File: src/rtl/pipe_pkg.sv
// Shared definitions for the pipeline hazard controller: sequencer states,
// the canonical NOP encoding and the register-address width.
package pipe_pkg;

   localparam int          REG_AW    = 5;
   localparam logic [31:0] NOP_INSTR = 32'h0000_0013;   // addi x0, x0, 0

   typedef enum logic [1:0] {
      RUN      = 2'd0,
      MD_WAIT  = 2'd1,
      MEM_WAIT = 2'd2
   } hz_state_e;

   // Load-use hit: EX loads a real register (not x0) that ID is about to read.
   function automatic logic load_use_hit(
      input logic              is_load,
      input logic [REG_AW-1:0] rd,
      input logic [REG_AW-1:0] rs1,
      input logic [REG_AW-1:0] rs2
   );
      return is_load && (rd != '0) && ((rd == rs1) || (rd == rs2));
   endfunction

endpackage

File: src/rtl/sat_counter.sv
// Saturating up-counter with synchronous clear; holds at all-ones, never wraps.
module sat_counter #(
   parameter int W = 32
) (
   input  logic         clk,
   input  logic         rst_n,
   input  logic         inc,
   input  logic         clear,
   output logic [W-1:0] cnt
);

   localparam logic [W-1:0] ONE = W'(1);

   // Clear wins over increment; increment stops once all bits are set.
   always_ff @(posedge clk or negedge rst_n) begin
      if (!rst_n) begin
         cnt <= '0;
      end else if (clear) begin
         cnt <= '0;
      end else if (inc && (cnt != '1)) begin
         cnt <= cnt + ONE;
      end
   end

endmodule

File: src/rtl/pipe_hazard_ctrl.sv
// Central stall/flush sequencer for the 5-stage pipeline. Merges MEM wait
// states, multi-cycle mul/div occupancy, taken-branch redirects and load-use
// hazards into per-stage stall/flush controls, with saturating perf counters
// and a sticky watchdog on long data-memory waits.
//
// Handshake: a data-memory access is "waiting" while dmem_req_mem=1 and
// dmem_ready=0 and completes in the cycle dmem_ready=1; a mul/div operation
// is started by the one-cycle md_start pulse and completes in the cycle the
// md_done pulse is seen. state_dbg exposes the sequencer state.
module pipe_hazard_ctrl
   import pipe_pkg::*;
#(
   parameter int CNT_W      = 32,
   parameter int MEM_TO_MAX = 255
) (
   input  logic              clk,
   input  logic              rst_n,
   input  logic              ex_is_load,
   input  logic [REG_AW-1:0] rd_addr_ex,
   input  logic [REG_AW-1:0] rs1_addr_id,
   input  logic [REG_AW-1:0] rs2_addr_id,
   input  logic              br_taken_ex,
   input  logic              md_req_ex,
   input  logic              md_done,
   input  logic              dmem_req_mem,
   input  logic              dmem_ready,
   output logic              stall_if,
   output logic              stall_id,
   output logic              stall_ex,
   output logic              stall_mem,
   output logic              flush_id,
   output logic              flush_ex,
   output logic              bubble_mem,
   output logic              bubble_wb,
   output logic [31:0]       nop_instr,
   output logic              md_start,
   output logic [CNT_W-1:0]  stall_cnt,
   output logic [CNT_W-1:0]  flush_cnt,
   output logic              mem_timeout,
   output logic [1:0]        state_dbg
);

   localparam int                WAIT_W     = $clog2(MEM_TO_MAX + 1);
   localparam logic [WAIT_W-1:0] WAIT_LIMIT = WAIT_W'(MEM_TO_MAX);

   hz_state_e         state;
   hz_state_e         state_nxt;
   logic [WAIT_W-1:0] wait_cnt;
   logic              load_use;
   logic              eval_md;
   logic              eval_hz;

   assign nop_instr = NOP_INSTR;
   assign state_dbg = state;
   assign load_use  = load_use_hit(ex_is_load, rd_addr_ex, rs1_addr_id, rs2_addr_id);

   // Control decode: MEM wait > MD wait > branch > load-use. When a wait
   // releases, the hazards held behind it are evaluated in that same cycle.
   always_comb begin
      state_nxt  = state;
      stall_if   = 1'b0;
      stall_id   = 1'b0;
      stall_ex   = 1'b0;
      stall_mem  = 1'b0;
      flush_id   = 1'b0;
      flush_ex   = 1'b0;
      bubble_mem = 1'b0;
      bubble_wb  = 1'b0;
      md_start   = 1'b0;
      eval_md    = 1'b0;
      eval_hz    = 1'b0;

      if (rst_n) begin
         case (state)
            RUN: begin
               if (dmem_req_mem && !dmem_ready) begin
                  {stall_if, stall_id, stall_ex, stall_mem} = 4'b1111;
                  bubble_wb = 1'b1;
                  state_nxt = MEM_WAIT;
               end else begin
                  eval_md = 1'b1;
                  eval_hz = 1'b1;
               end
            end
            MEM_WAIT: begin
               if (!dmem_ready) begin
                  {stall_if, stall_id, stall_ex, stall_mem} = 4'b1111;
                  bubble_wb = 1'b1;
               end else begin
                  state_nxt = RUN;
                  eval_md   = 1'b1;
                  eval_hz   = 1'b1;
               end
            end
            MD_WAIT: begin
               // The mul/div still sits in EX, so md_req_ex is not a new request.
               if (!md_done) begin
                  {stall_if, stall_id, stall_ex} = 3'b111;
                  bubble_mem = 1'b1;
               end else begin
                  state_nxt = RUN;
                  eval_hz   = 1'b1;
               end
            end
            default: state_nxt = RUN;
         endcase

         if (eval_md && md_req_ex) begin
            md_start   = 1'b1;
            {stall_if, stall_id, stall_ex} = 3'b111;
            bubble_mem = 1'b1;
            state_nxt  = MD_WAIT;
         end else if (eval_hz && br_taken_ex) begin
            // ID holds a wrong-path instruction, so any load-use there is moot.
            flush_id = 1'b1;
            flush_ex = 1'b1;
         end else if (eval_hz && load_use) begin
            stall_if = 1'b1;
            stall_id = 1'b1;
            flush_ex = 1'b1;
         end
      end
   end

   // Sequencer state and sticky watchdog flag.
   always_ff @(posedge clk or negedge rst_n) begin
      if (!rst_n) begin
         state       <= RUN;
         mem_timeout <= 1'b0;
      end else begin
         state <= state_nxt;
         if (wait_cnt >= WAIT_LIMIT) begin
            mem_timeout <= 1'b1;
         end
      end
   end

   sat_counter #(.W(CNT_W)) u_stall_cnt (
      .clk   (clk),
      .rst_n (rst_n),
      .inc   (stall_if),
      .clear (1'b0),
      .cnt   (stall_cnt)
   );

   sat_counter #(.W(CNT_W)) u_flush_cnt (
      .clk   (clk),
      .rst_n (rst_n),
      .inc   (flush_id | flush_ex),
      .clear (1'b0),
      .cnt   (flush_cnt)
   );

   // Counts unready cycles of the current MEM wait; cleared outside the wait.
   sat_counter #(.W(WAIT_W)) u_wait_cnt (
      .clk   (clk),
      .rst_n (rst_n),
      .inc   ((state == MEM_WAIT) && !dmem_ready),
      .clear (state != MEM_WAIT),
      .cnt   (wait_cnt)
   );

endmodule

File: config.mk
export PLATFORM = sky130hd
export DESIGN_NAME = pipe_hazard_ctrl
export DESIGN_NICKNAME = d
export VERILOG_FILES = /design/src/rtl/pipe_pkg.sv /design/src/rtl/sat_counter.sv /design/src/rtl/pipe_hazard_ctrl.sv
export SDC_FILE = /design/constraint.sdc
export NUM_CORES = 1
export LEC_CHECK = 0
export ABC_CLOCK_PERIOD_IN_PS = 3000
export CORE_ASPECT_RATIO = 1.25
export CORE_MARGIN = 3
export CORE_UTILIZATION = 40
export DETAILED_ROUTE_END_ITERATION = 6
export GPL_ROUTABILITY_DRIVEN = 0
export GPL_TIMING_DRIVEN = 0
export HOLD_SLACK_MARGIN = 0.1
export PLACE_DENSITY = 0.71
export SKIP_CTS_REPAIR_TIMING = 1
export SLEW_MARGIN = 0
export SYNTH_ARGS = -nofsm -noshare
export SYNTH_HDL_FRONTEND = slang
export SYNTH_SLANG_ARGS = --single-unit
File: constraint.sdc
create_clock -name clk -period 3 [get_ports clk]
set_input_delay 0.3 -clock clk [delete_from_list [all_inputs] [get_ports clk]]
set_output_delay 0.3 -clock clk [all_outputs]
set_load 0.03 [all_outputs]
==> results.yml <==
die:
  num_rows: 41
  die_area_um2: 12100
  core-area_um2: 10300
  die_h_um: 122
  initial_core_util: 0.420
  die_x_um: 99.1
  ioPinCount: 131
power_and_ir_drop:
  swShare: 0.344
  internal-power_w: 0.00224
  p_seq_frac: 0.382
  powerDensity_nw_per_um2: 576
  clkPwrFrac: 0.311
  power_w: 0.00341
  p_leak_nw: 2.77
  p_switching_w: 0.00117
  peakVddDrop_v: 0.000509
  combPwrFrac: 0.307
sta:
  finalMaxSlewViolations: 0
  rsz0062_at_grt: "no"
  fmax_mhz: 349
  fin_crit_sh: 0.954
  timing.slew.headroom: 0.395
  worst_pin_slew_ns: 0.901
  hold_viol: 0
  skew_ns: 0.00488
  fin_crit_ns: 2.86
  setup_violations: 0
detailed_routing:
  dr.pass1.iters: 4
  drt_iter0_drc: 67
  wl_mm: 10.0
  via_count: 3443
  via_per_inst: 4.91
  post-route-drc-count: 0
  wl_per_cell_um: 14.3
  final_antenna_net_count: 0
clock_network:
  clkTransAtPathRegs_ns: 0.06
  clockRootBuffer: "clkbuf_16"
  cts_tree: "done"
  numClockSinks: 75
  numCtsBuffers: 9
  cts_max_level: 3
  cts_buffer_depth: 2
  clk_latency_ns: 0.33
place:
  hpwl_mm: 7.37
  portBuffers: 98
  place_area_um2: 5610
cells_and_area:
  syn_to_final_growth_pct: 36.9
  diodes: 0
  utilization: 0.575
  drive_gt1_frac: 0.164
  nets: 593
  fin_area_um2: 5930
global_routing:
  grt_pass1_wl_mm: 16.6
  grtUsageMet2: 0.283
  grt_util_met3: 0.0421
  antenna_found_initial: 0
  grt_pass1_vias: 3352
  grt-ovfl-total: 0
  grt_max_degree: 63
  top_usage_layer: "met2"
  grt_use_total: 0.169
  met1_usage: 0.215
logic_synthesis:
  synth_top_area_share: 0.433
  synth_cells: 425
  yosysWarningCount: 0
  yosys-top-cells-area: "dfrtp_1 43%, xor2_1 13%, buf_4 7.1%"
  async_flop_share: 1.00
  synth.distinct_cells: 47
  synth_seq_cells: 75
  synth_edf_count: 0
  ys.flop_type: "dfrtp_1"
  yosysSeqAreaShare: 0.433
  netlist_area_um2: 4330
  synth_area_leader_cell: "dfrtp_1"
  syn_area_per_cell_um2: 10.2
worst_setup_path:
  critical_path_required_ns: 2.70
  critical_path_class: "in -> out"
  worst_path_largest_cell_delay_ns: 0.46
  r2r_end: "u_stall_cnt.cnt[20]"
  arrival_ns: 2.56
  critPathLaunch: "rd_addr_ex[0]"
  setup.worst_path.start_class: "input pin"
  crit_slowest_cell: "clkdlybuf4s50_1"
  setup.worst_path.end_class: "output port"
  rr_startpoint: "u_stall_cnt.cnt[0]"
  crit_fanout: 10
  r2r_cells: 8
  cp_cell_sequence: "clkdlybuf4s50_1 -> or3_1 -> o311a_2 -> a41oi_4 -> buf_4 -> inv_1 -> buf_4 -> dlymetal6s2s_1"
  reg2reg_slack_ns: 0.69
  path_common_cell: "buf_4"
run_status:
  outcome: "completed"
hold_path:
  hold_depth: 1
  min_from: "mem_timeout"
  hold_class: "reg -> reg"
  holdPathEnd: "mem_timeout"
flow_run:
  max_cap_viol_count: 0
flip-flops by register name, summed over array words and instances, names as in the netlist:
register	flops
u_stall_cnt.cnt	32
u_wait_cnt.cnt	8
state_dbg	2
mem_timeout	1
u_flush_cnt.cnt	32
Yosys cell counts (6+ instances only):
cell type	instances
nor3_1	38
and4_1	6
xor2_1	64
nand2_1	32
nor2_1	14
nand3_1	30
nor4_2	8
xnor2_1	11
and3_1	11
buf_4	41
nand4_1	16
dfrtp_1	75
metal layers:
layer	vias to the layer above	wire length (µm)
met4	0	129
met3	12	651
met2	87	4960
met5	-	0
li1	1708	-
met1	1636	4310
worst max-delay path, delay by kind of cell:
kind / cells / cell delay [ns]
simple gates: 1 / 0.40
compound gates: 2 / 0.71
buf+inv: 5 / 1.15
cells by family after synthesis:
group           after synthesis  synth area share
mux                           2           0.00693
other cells                   2           0.00173
simple gates                190             0.263
buf+inv                      58            0.0942
fa+ha+maj                     3           0.00867
flops                        75             0.433
compound gates               20            0.0407
xor+xnor                     75             0.152
power by group through the flow:
stage | Sequential, W | Combinational [W] | Clock, W
2_1_floorplan | 0.00152 | 0.000419 | 0
3_3_place_gp | 0.00131 | 0.00103 | 0
3_5_place_dp | 0.00132 | 0.00105 | 0
4_1_cts | 0.00130 | 0.00106 | 0.00109
5_1_grt | 0.00133 | 0.00113 | 0.00113
6_report | 0.00130 | 0.00105 | 0.00106
how the worst max path moves through the flow:
stage / end / slack (ns) / depth (start not counted)
2_1_floorplan: stall_if / 0.45 / 7
3_3_place_gp: stall_if / -2.75 / 9
3_5_place_dp: stall_if / -0.23 / 8
4_1_cts: stall_if / -0.25 / 8
5_1_grt: stall_if / 0.03 / 8
6_report: stall_if / 0.14 / 8
layout by cell type (no fill, tap or decap), types with 5 or more instances in the layout:
cell type	synthesis	final
xnor2_1	11	11
inv_1	5	5
dfrtp_1	75	75
nor2_1	14	14
buf_4	41	42
nor3_1	38	38
xor2_1	64	64
nand3_1	30	30
and3_1	11	11
conb_1	2	32
buf_2	5	5
and4_1	6	6
nor3b_1	5	5
clkbuf_1	3	7
nand4_1	16	16
nor4_2	8	8
clkdlybuf4s50_1	0	94
clkbuf_16	0	9
nor4_1	5	5
nand2_1	32	32
cell type report:
cell class / count / area (µm²)
Fill cell: 907 / 4380
Inverter: 5 / 18.8
Sequential cell: 75 / 1880
Clock buffer: 14 / 254
Timing Repair Buffer: 101 / 1030
Clock inverter: 2 / 35.0
Buffer: 53 / 389
Tap cell: 129 / 161
Multi-Input combinational cell: 322 / 2160
through the flow:
step,hold WS [ns],std cells,setup slack (ns),TNS [ns]
finish,0.476,701,0.138,0
global route,0.497,701,0.0277,0
CTS,-0.171,699,-0.249,-0.480
detailed placement,0.180,683,-0.230,-0.441
global placement,0.456,682,-2.75,-233.59
floorplan,0.00441,455,0.448,0
(Power assumes the default switching activity.)
